<file path="src/rtl/div_pkg.sv">
// Shared types and constants for the iterative RV32M divider.
// Imported by div_unit and div_restoring_step.
package div_pkg;

    localparam int DIV_OP_WIDTH = 2;

    localparam logic [DIV_OP_WIDTH-1:0] DIV_OP_DIV  = 2'd0;
    localparam logic [DIV_OP_WIDTH-1:0] DIV_OP_DIVU = 2'd1;
    localparam logic [DIV_OP_WIDTH-1:0] DIV_OP_REM  = 2'd2;
    localparam logic [DIV_OP_WIDTH-1:0] DIV_OP_REMU = 2'd3;

    typedef enum logic [2:0] {
        IDLE,
        CALC,
        FIX,
        DONE,
        DRAIN
    } div_state_t;

endpackage

</file>
<file path="src/rtl/div_restoring_step.sv">
// One restoring shift-subtract iteration: produces one quotient bit
// shifted into the low end of the dividend register.
module div_restoring_step
    import div_pkg::*;
(
    input  logic [31:0] rem,
    input  logic [31:0] dvd,
    input  logic [31:0] divisor,
    output logic [31:0] rem_next,
    output logic [31:0] dvd_next
);

    logic [31:0] rem_sh;
    logic [32:0] trial;
    logic        q_bit;

    // Shift in the next dividend bit and try subtracting the divisor.
    always_comb begin
        rem_sh   = {rem[30:0], dvd[31]};
        trial    = {1'b0, rem_sh} - {1'b0, divisor};
        q_bit    = ~trial[32];
        rem_next = q_bit ? trial[31:0] : rem_sh;
        dvd_next = {dvd[30:0], q_bit};
    end

endmodule

</file>
<file path="src/rtl/div_unit.sv">
// Iterative 32-bit divider for DIV/DIVU/REM/REMU with a
// valid/ready handshake and a fast path for special cases.
module div_unit
    import div_pkg::*;
(
    input  logic                    clk,
    input  logic                    reset,
    input  logic                    div_valid,
    input  logic [DIV_OP_WIDTH-1:0] DIVop,
    input  logic [31:0]             dividend,
    input  logic [31:0]             divisor,
    output logic [31:0]             div_result,
    output logic                    div_ready
);

    div_state_t  state_q, state_d;
    logic        rem_op_q, rem_op_d;
    logic        sign_a_q, sign_a_d;
    logic        sign_b_q, sign_b_d;
    logic [31:0] dvd_q, dvd_d;
    logic [31:0] dvs_q, dvs_d;
    logic [31:0] rem_q, rem_d;
    logic [4:0]  cnt_q, cnt_d;
    logic [31:0] result_q, result_d;

    logic        signed_op;
    logic        is_rem;
    logic        a_neg;
    logic        b_neg;
    logic [31:0] abs_a;
    logic [31:0] abs_b;
    logic [31:0] step_rem;
    logic [31:0] step_dvd;
    logic [31:0] quo_fix;
    logic [31:0] rem_fix;

    // Decode the incoming request and form absolute operand values.
    always_comb begin
        signed_op = (DIVop == DIV_OP_DIV) || (DIVop == DIV_OP_REM);
        is_rem    = (DIVop == DIV_OP_REM) || (DIVop == DIV_OP_REMU);
        a_neg     = signed_op & dividend[31];
        b_neg     = signed_op & divisor[31];
        abs_a     = a_neg ? (~dividend + 32'd1) : dividend;
        abs_b     = b_neg ? (~divisor + 32'd1) : divisor;
    end

    div_restoring_step u_step (
        .rem      (rem_q),
        .dvd      (dvd_q),
        .divisor  (dvs_q),
        .rem_next (step_rem),
        .dvd_next (step_dvd)
    );

    // Restore result signs from the latched operand signs.
    always_comb begin
        quo_fix = (sign_a_q ^ sign_b_q) ? (~dvd_q + 32'd1) : dvd_q;
        rem_fix = sign_a_q ? (~rem_q + 32'd1) : rem_q;
    end

    // Next-state and datapath control.
    always_comb begin
        state_d  = state_q;
        rem_op_d = rem_op_q;
        sign_a_d = sign_a_q;
        sign_b_d = sign_b_q;
        dvd_d    = dvd_q;
        dvs_d    = dvs_q;
        rem_d    = rem_q;
        cnt_d    = cnt_q;
        result_d = result_q;
        unique case (state_q)
            IDLE: begin
                if (div_valid) begin
                    rem_op_d = is_rem;
                    sign_a_d = a_neg;
                    sign_b_d = b_neg;
                    dvd_d    = abs_a;
                    dvs_d    = abs_b;
                    rem_d    = 32'd0;
                    cnt_d    = 5'd0;
                    if (divisor == 32'd0) begin
                        result_d = is_rem ? dividend : 32'hFFFF_FFFF;
                        state_d  = DONE;
                    end else if (signed_op &&
                                 dividend == 32'h8000_0000 &&
                                 divisor == 32'hFFFF_FFFF) begin
                        result_d = is_rem ? 32'd0 : 32'h8000_0000;
                        state_d  = DONE;
                    end else begin
                        state_d = CALC;
                    end
                end
            end
            CALC: begin
                rem_d = step_rem;
                dvd_d = step_dvd;
                cnt_d = cnt_q + 5'd1;
                if (cnt_q == 5'd31) begin
                    state_d = FIX;
                end
            end
            FIX: begin
                result_d = rem_op_q ? rem_fix : quo_fix;
                state_d  = DONE;
            end
            DONE: begin
                state_d = DRAIN;
            end
            DRAIN: begin
                if (!div_valid) begin
                    state_d = IDLE;
                end
            end
            default: begin
                state_d = IDLE;
            end
        endcase
    end

    // State and datapath registers with synchronous reset.
    always_ff @(posedge clk) begin
        if (reset) begin
            state_q  <= IDLE;
            rem_op_q <= 1'b0;
            sign_a_q <= 1'b0;
            sign_b_q <= 1'b0;
            dvd_q    <= 32'd0;
            dvs_q    <= 32'd0;
            rem_q    <= 32'd0;
            cnt_q    <= 5'd0;
            result_q <= 32'd0;
        end else begin
            state_q  <= state_d;
            rem_op_q <= rem_op_d;
            sign_a_q <= sign_a_d;
            sign_b_q <= sign_b_d;
            dvd_q    <= dvd_d;
            dvs_q    <= dvs_d;
            rem_q    <= rem_d;
            cnt_q    <= cnt_d;
            result_q <= result_d;
        end
    end

    assign div_ready  = (state_q == DONE);
    assign div_result = result_q;

endmodule

</file>
<file path="config.mk">
export PLATFORM = sky130hd
export DESIGN_NAME = div_unit
export DESIGN_NICKNAME = d
export VERILOG_FILES = /design/src/rtl/div_pkg.sv /design/src/rtl/div_restoring_step.sv /design/src/rtl/div_unit.sv
export SDC_FILE = /design/constraint.sdc
export NUM_CORES = 1
export LEC_CHECK = 0
export CAP_MARGIN = 0
export CORE_MARGIN = 2
export CORE_UTILIZATION = 60
export DETAILED_ROUTE_END_ITERATION = 8
export PLACE_DENSITY = 0.83
export SKIP_LAST_GASP = 1
export SYNTH_ARGS = -nofsm -noshare
export SYNTH_HDL_FRONTEND = slang
export SYNTH_SLANG_ARGS = --single-unit
</file>
<file path="constraint.sdc">
create_clock -name clk -period 4.35 [get_ports clk]
set_input_delay 0.6525 -clock clk [delete_from_list [all_inputs] [get_ports clk]]
set_output_delay 0.6525 -clock clk [all_outputs]
set_load 0.02 [all_outputs]
</file>
==> impl_metrics.py <==
metrics = {
    "status": {
        "run_status": "complete, no violations",
    },
    "global_routing": {
        "grt_pass1_vias": 9597,
        "grt_pass1_wl_um": 49300,
        "grtUsageTotal_pct": 34.2,
        "antenna_found_initial": 0,
        "grt_max_degree": 58,
        "gr-total-overflow": 0,
    },
    "flow_run": {
        "drv_cap": 0,
    },
    "power": {
        "leakagePower_nw": 4.63,
        "power_frac_clock_pct": 40.5,
        "internal_power_mw": 2.59,
        "p_switching_mw": 1.20,
        "peakVddDrop_v": 0.000317,
        "swShare_pct": 31.6,
        "power_density_mw_per_mm2": 317,
        "pwr-share-seq_pct": 36.9,
        "pwr-share-comb_pct": 22.6,
    },
    "logic_synthesis": {
        "synth_nets": 1479,
        "synthSimpleGateAreaFrac_pct": 21.3,
        "ys_warn_count": 0,
        "syn-cell-area_mm2": 0.0102,
        "synth.top_cell.area_share_pct": 27.3,
        "synthFlopType": "dfxtp_1",
        "yosys.area.top_type": "dfxtp_1",
        "synth_xor_area_share_pct": 12.8,
        "ys_seq_elements": 139,
        "async_flop_share_pct": 0,
        "synth_cell_type_count": 65,
        "synth_compound_area_share_pct": 27.2,
        "synth_edf_count": 0,
        "syn_inst": 1369,
        "muxShareOfSynthArea_pct": 0.884,
        "synth_top_family_by_area": "compound AO/OA/AOI/OAI gates",
        "ys_seq_area_share_pct": 27.3,
        "avgSynthCellArea_um2": 7.45,
        "synth_adder_area_share_pct": 5.11,
        "synthTopCellsByArea": "dfxtp_1 27%, a21oi_1 6.5%, xor2_1 6.4%, xnor2_1 6.4%, nor2_1 5.8%",
    },
    "clock_network": {
        "clock-sinks": 139,
        "cts-hold-fix-buffers": 0,
        "postCtsResizedCells": 0,
        "htree_num_levels": 4,
        "clock_latency_ns": 0.44,
        "clkSlewWorstSetupHoldPaths_ns": 0.07,
        "cts_max_path_buffers": 2,
        "root_buffer": "clkbuf_16",
        "cts_made_buffers": 17,
        "cts_tree": "built",
        "postCtsSetupBuffers": 0,
    },
    "hold_path": {
        "hp-start": "dvs_q[31]",
        "holdCritPathClass": "flop to flop",
        "min_path_cells": 2,
        "worstHoldEndpoint": "dvs_q[31]",
    },
    "worst_setup_path": {
        "cp_max_fo": 31,
        "r2r_cells": 13,
        "r2r_end": "rem_q[3]",
        "critPathCaptureType": "flop",
        "start_kind": "primary input",
        "crit_required_ns": 4.65,
        "path_class": "primary input to flop",
        "rr_startpoint": "dvd_q[31]",
        "r2r_setup_slack_ns": 1.07,
        "cp_data_arrival_time_ns": 3.73,
    },
    "timing": {
        "finalCritPeriodShare_pct": 78.8,
        "finalMaxSlewViolations": 0,
        "finalClockSkew_ns": 0.0117,
        "fin_tns_setup_ns": 0,
        "finalHoldViolations": 0,
        "rsz0062_at_grt": "no",
        "setup_viol": 0,
        "maxSlewHeadroom_pct": 10.2,
        "layout_setup_ws_ns": 0.922,
        "fmaxAchievable_mhz": 292,
        "fin_crit_ns": 3.43,
        "worstMarginPinSlew_ns": 1.34,
    },
    "place": {
        "gp_congestion": 0.961,
        "io_buffers": 101,
        "hpwl_um": 22800,
        "pre_cts_slack_ns": 0.598,
    },
    "layout": {
        "fin_nets": 1542,
        "area_growth_pct": 17.2,
        "layout-drive-gt1-share_pct": 5.54,
        "diodes": 0,
    },
    "floorplanning": {
        "io_pins": 102,
        "die_h_um": 134,
        "coreArea_mm2": 0.0166,
        "die_area_mm2": 0.0180,
        "start_util_pct": 61.5,
        "fp.dieW_um": 134,
        "rows": 47,
    },
    "routing": {
        "wl_per_cell_um": 18.8,
        "drtAntennaViolNets": 0,
        "via_per_inst": 6.43,
        "vias": 10700,
        "drtIter0Drc": 1264,
        "routed_wl_um": 31300,
        "route.detailed.drc": 0,
        "drt_pass1_iterations": 6,
    },
}
## cell usage after synthesis (3+ instances only)
| library cell | instances |
|---|---|
| a211oi_1 | 35 |
| a21o_1 | 14 |
| a21oi_1 | 133 |
| a221oi_1 | 12 |
| a222oi_1 | 5 |
| a22oi_1 | 31 |
| a31oi_1 | 22 |
| a32oi_1 | 8 |
| and2_1 | 7 |
| and3_1 | 10 |
| buf_2 | 5 |
| clkbuf_1 | 70 |
| dfxtp_1 | 139 |
| ha_1 | 40 |
| inv_1 | 61 |
| mux2i_1 | 9 |
| nand2_1 | 133 |
| nand2b_1 | 13 |
| nand3_1 | 13 |
| nand4_1 | 15 |
| nor2_1 | 157 |
| nor2b_1 | 14 |
| nor3_1 | 32 |
| nor4_1 | 14 |
| nor4_4 | 3 |
| o211ai_1 | 18 |
| o21ai_0 | 108 |
| o21bai_1 | 3 |
| o22ai_1 | 3 |
| o31ai_1 | 16 |
| o41ai_1 | 9 |
| or2_2 | 5 |
| or3_1 | 7 |
| or4_1 | 13 |
| or4_4 | 4 |
| xnor2_1 | 74 |
| xor2_1 | 75 |
## logic make-up (layout without fill, tap and decap cells)
logic type / Yosys count / after routing
DFF: 139 / 139
xor gates and xnor gates: 149 / 149
adders and majority gates: 41 / 41
muxes: 9 / 9
and+or+nand+nor: 454 / 454
buffers and inverters: 139 / 215
AOI/OAI and AO/OA: 438 / 438
## placed cells by master (no fill, tap or decap), types with 5 or more instances in the layout
| master | Yosys | final |
|---|---|---|
| o31ai_1 | 16 | 16 |
| buf_4 | 0 | 22 |
| nor4_1 | 14 | 14 |
| or2_2 | 5 | 5 |
| o41ai_1 | 9 | 9 |
| clkdlybuf4s50_1 | 0 | 100 |
| o211ai_1 | 18 | 18 |
| o21ai_0 | 108 | 108 |
| xor2_1 | 75 | 75 |
| or3_1 | 7 | 7 |
| a221oi_1 | 12 | 12 |
| nand4_1 | 15 | 15 |
| ha_1 | 40 | 40 |
| dfxtp_1 | 139 | 139 |
| a31oi_1 | 22 | 22 |
| a222oi_1 | 5 | 5 |
| nand2_1 | 133 | 133 |
| nand2b_1 | 13 | 13 |
| a32oi_1 | 8 | 8 |
| and2_1 | 7 | 7 |
| and3_1 | 10 | 9 |
| clkbuf_16 | 0 | 17 |
| a211oi_1 | 35 | 35 |
| mux2i_1 | 9 | 9 |
| nand3_1 | 13 | 13 |
| xnor2_1 | 74 | 74 |
| inv_1 | 61 | 61 |
| nor2_1 | 157 | 156 |
| nor2b_1 | 14 | 14 |
| a21oi_1 | 133 | 133 |
| or4_1 | 13 | 13 |
| nor3_1 | 32 | 31 |
| a21o_1 | 14 | 14 |
| a22oi_1 | 31 | 31 |
## area by class of cell
cell class / instances / area (µm²)
clock buffers: 18 / 439
clock inverters: 14 / 170
fillers: 1407 / 4640
inverters: 61 / 229
multi-input cells: 1091 / 6880
flip-flops and latches: 139 / 2780
well taps: 220 / 275
repair buffers: 122 / 1170
## power groups by stage
stage	combinational (mW)	clock, mW	sequential, mW
floorplan	0.586	0	1.40
global placement	0.817	0	1.42
detailed placement	0.828	0	1.42
CTS	0.838	1.53	1.40
global route	0.932	1.59	1.40
finish	0.854	1.53	1.40
## worst max-delay path: stages
cell             delay, ns
clkdlybuf4s50_1       0.52
or4_1                 0.66
nor4_4                0.31
nand4_1               0.30
nor2_1                0.20
or3_1                 0.17
nand2_1               0.06
buf_4                 0.26
a222oi_1              0.48
a21oi_1               0.12
## how the worst max path moves through the flow
stage	from	cells past startpoint	end	slack (ns)
after floorplan	divisor[10]	9	div_result[20]	1.53
after global placement	divisor[10]	11	div_result[14]	0.71
after detailed placement	divisor[10]	10	div_result[24]	0.60
after CTS	divisor[10]	10	div_result[20]	0.96
after global routing	dvd_q[31]	13	rem_q[2]	0.75
final	divisor[10]	10	div_result[20]	0.92
## registers in the layout, indices dropped and copies added (netlist names)
name,cells
div_result,32
dvd_q,32
dvs_q,32
rem_q,32
cnt_q,5
state_q,3
rem_op_q,1
sign_a_q,1
sign_b_q,1
## metrics by stage
step                      power (mW)  hold WS (ns)  cell area, µm²  std cells  utilization [%]
after CTS                       3.76         0.468           11900       1665             72.0
final                           3.78         0.469           11900       1665             72.0
after detailed placement        2.25         0.459           11300       1633             68.3
after floorplan                 1.99         0.432           10200       1369                -
after global routing            3.92         0.493           11900       1665             72.0
after global placement          2.24         0.443           11300       1633             68.3
## metal layers
layer	part of all wire [%]	vias to the layer above	global-route usage [%]
met5	0	-	0
met4	3.4	0	12.7
met3	8.4	96	5.37
met2	45	549	54.2
met1	43	5010	46.9
li1	-	5047	-
No activity file was read; power rests on OpenSTA's default activity.
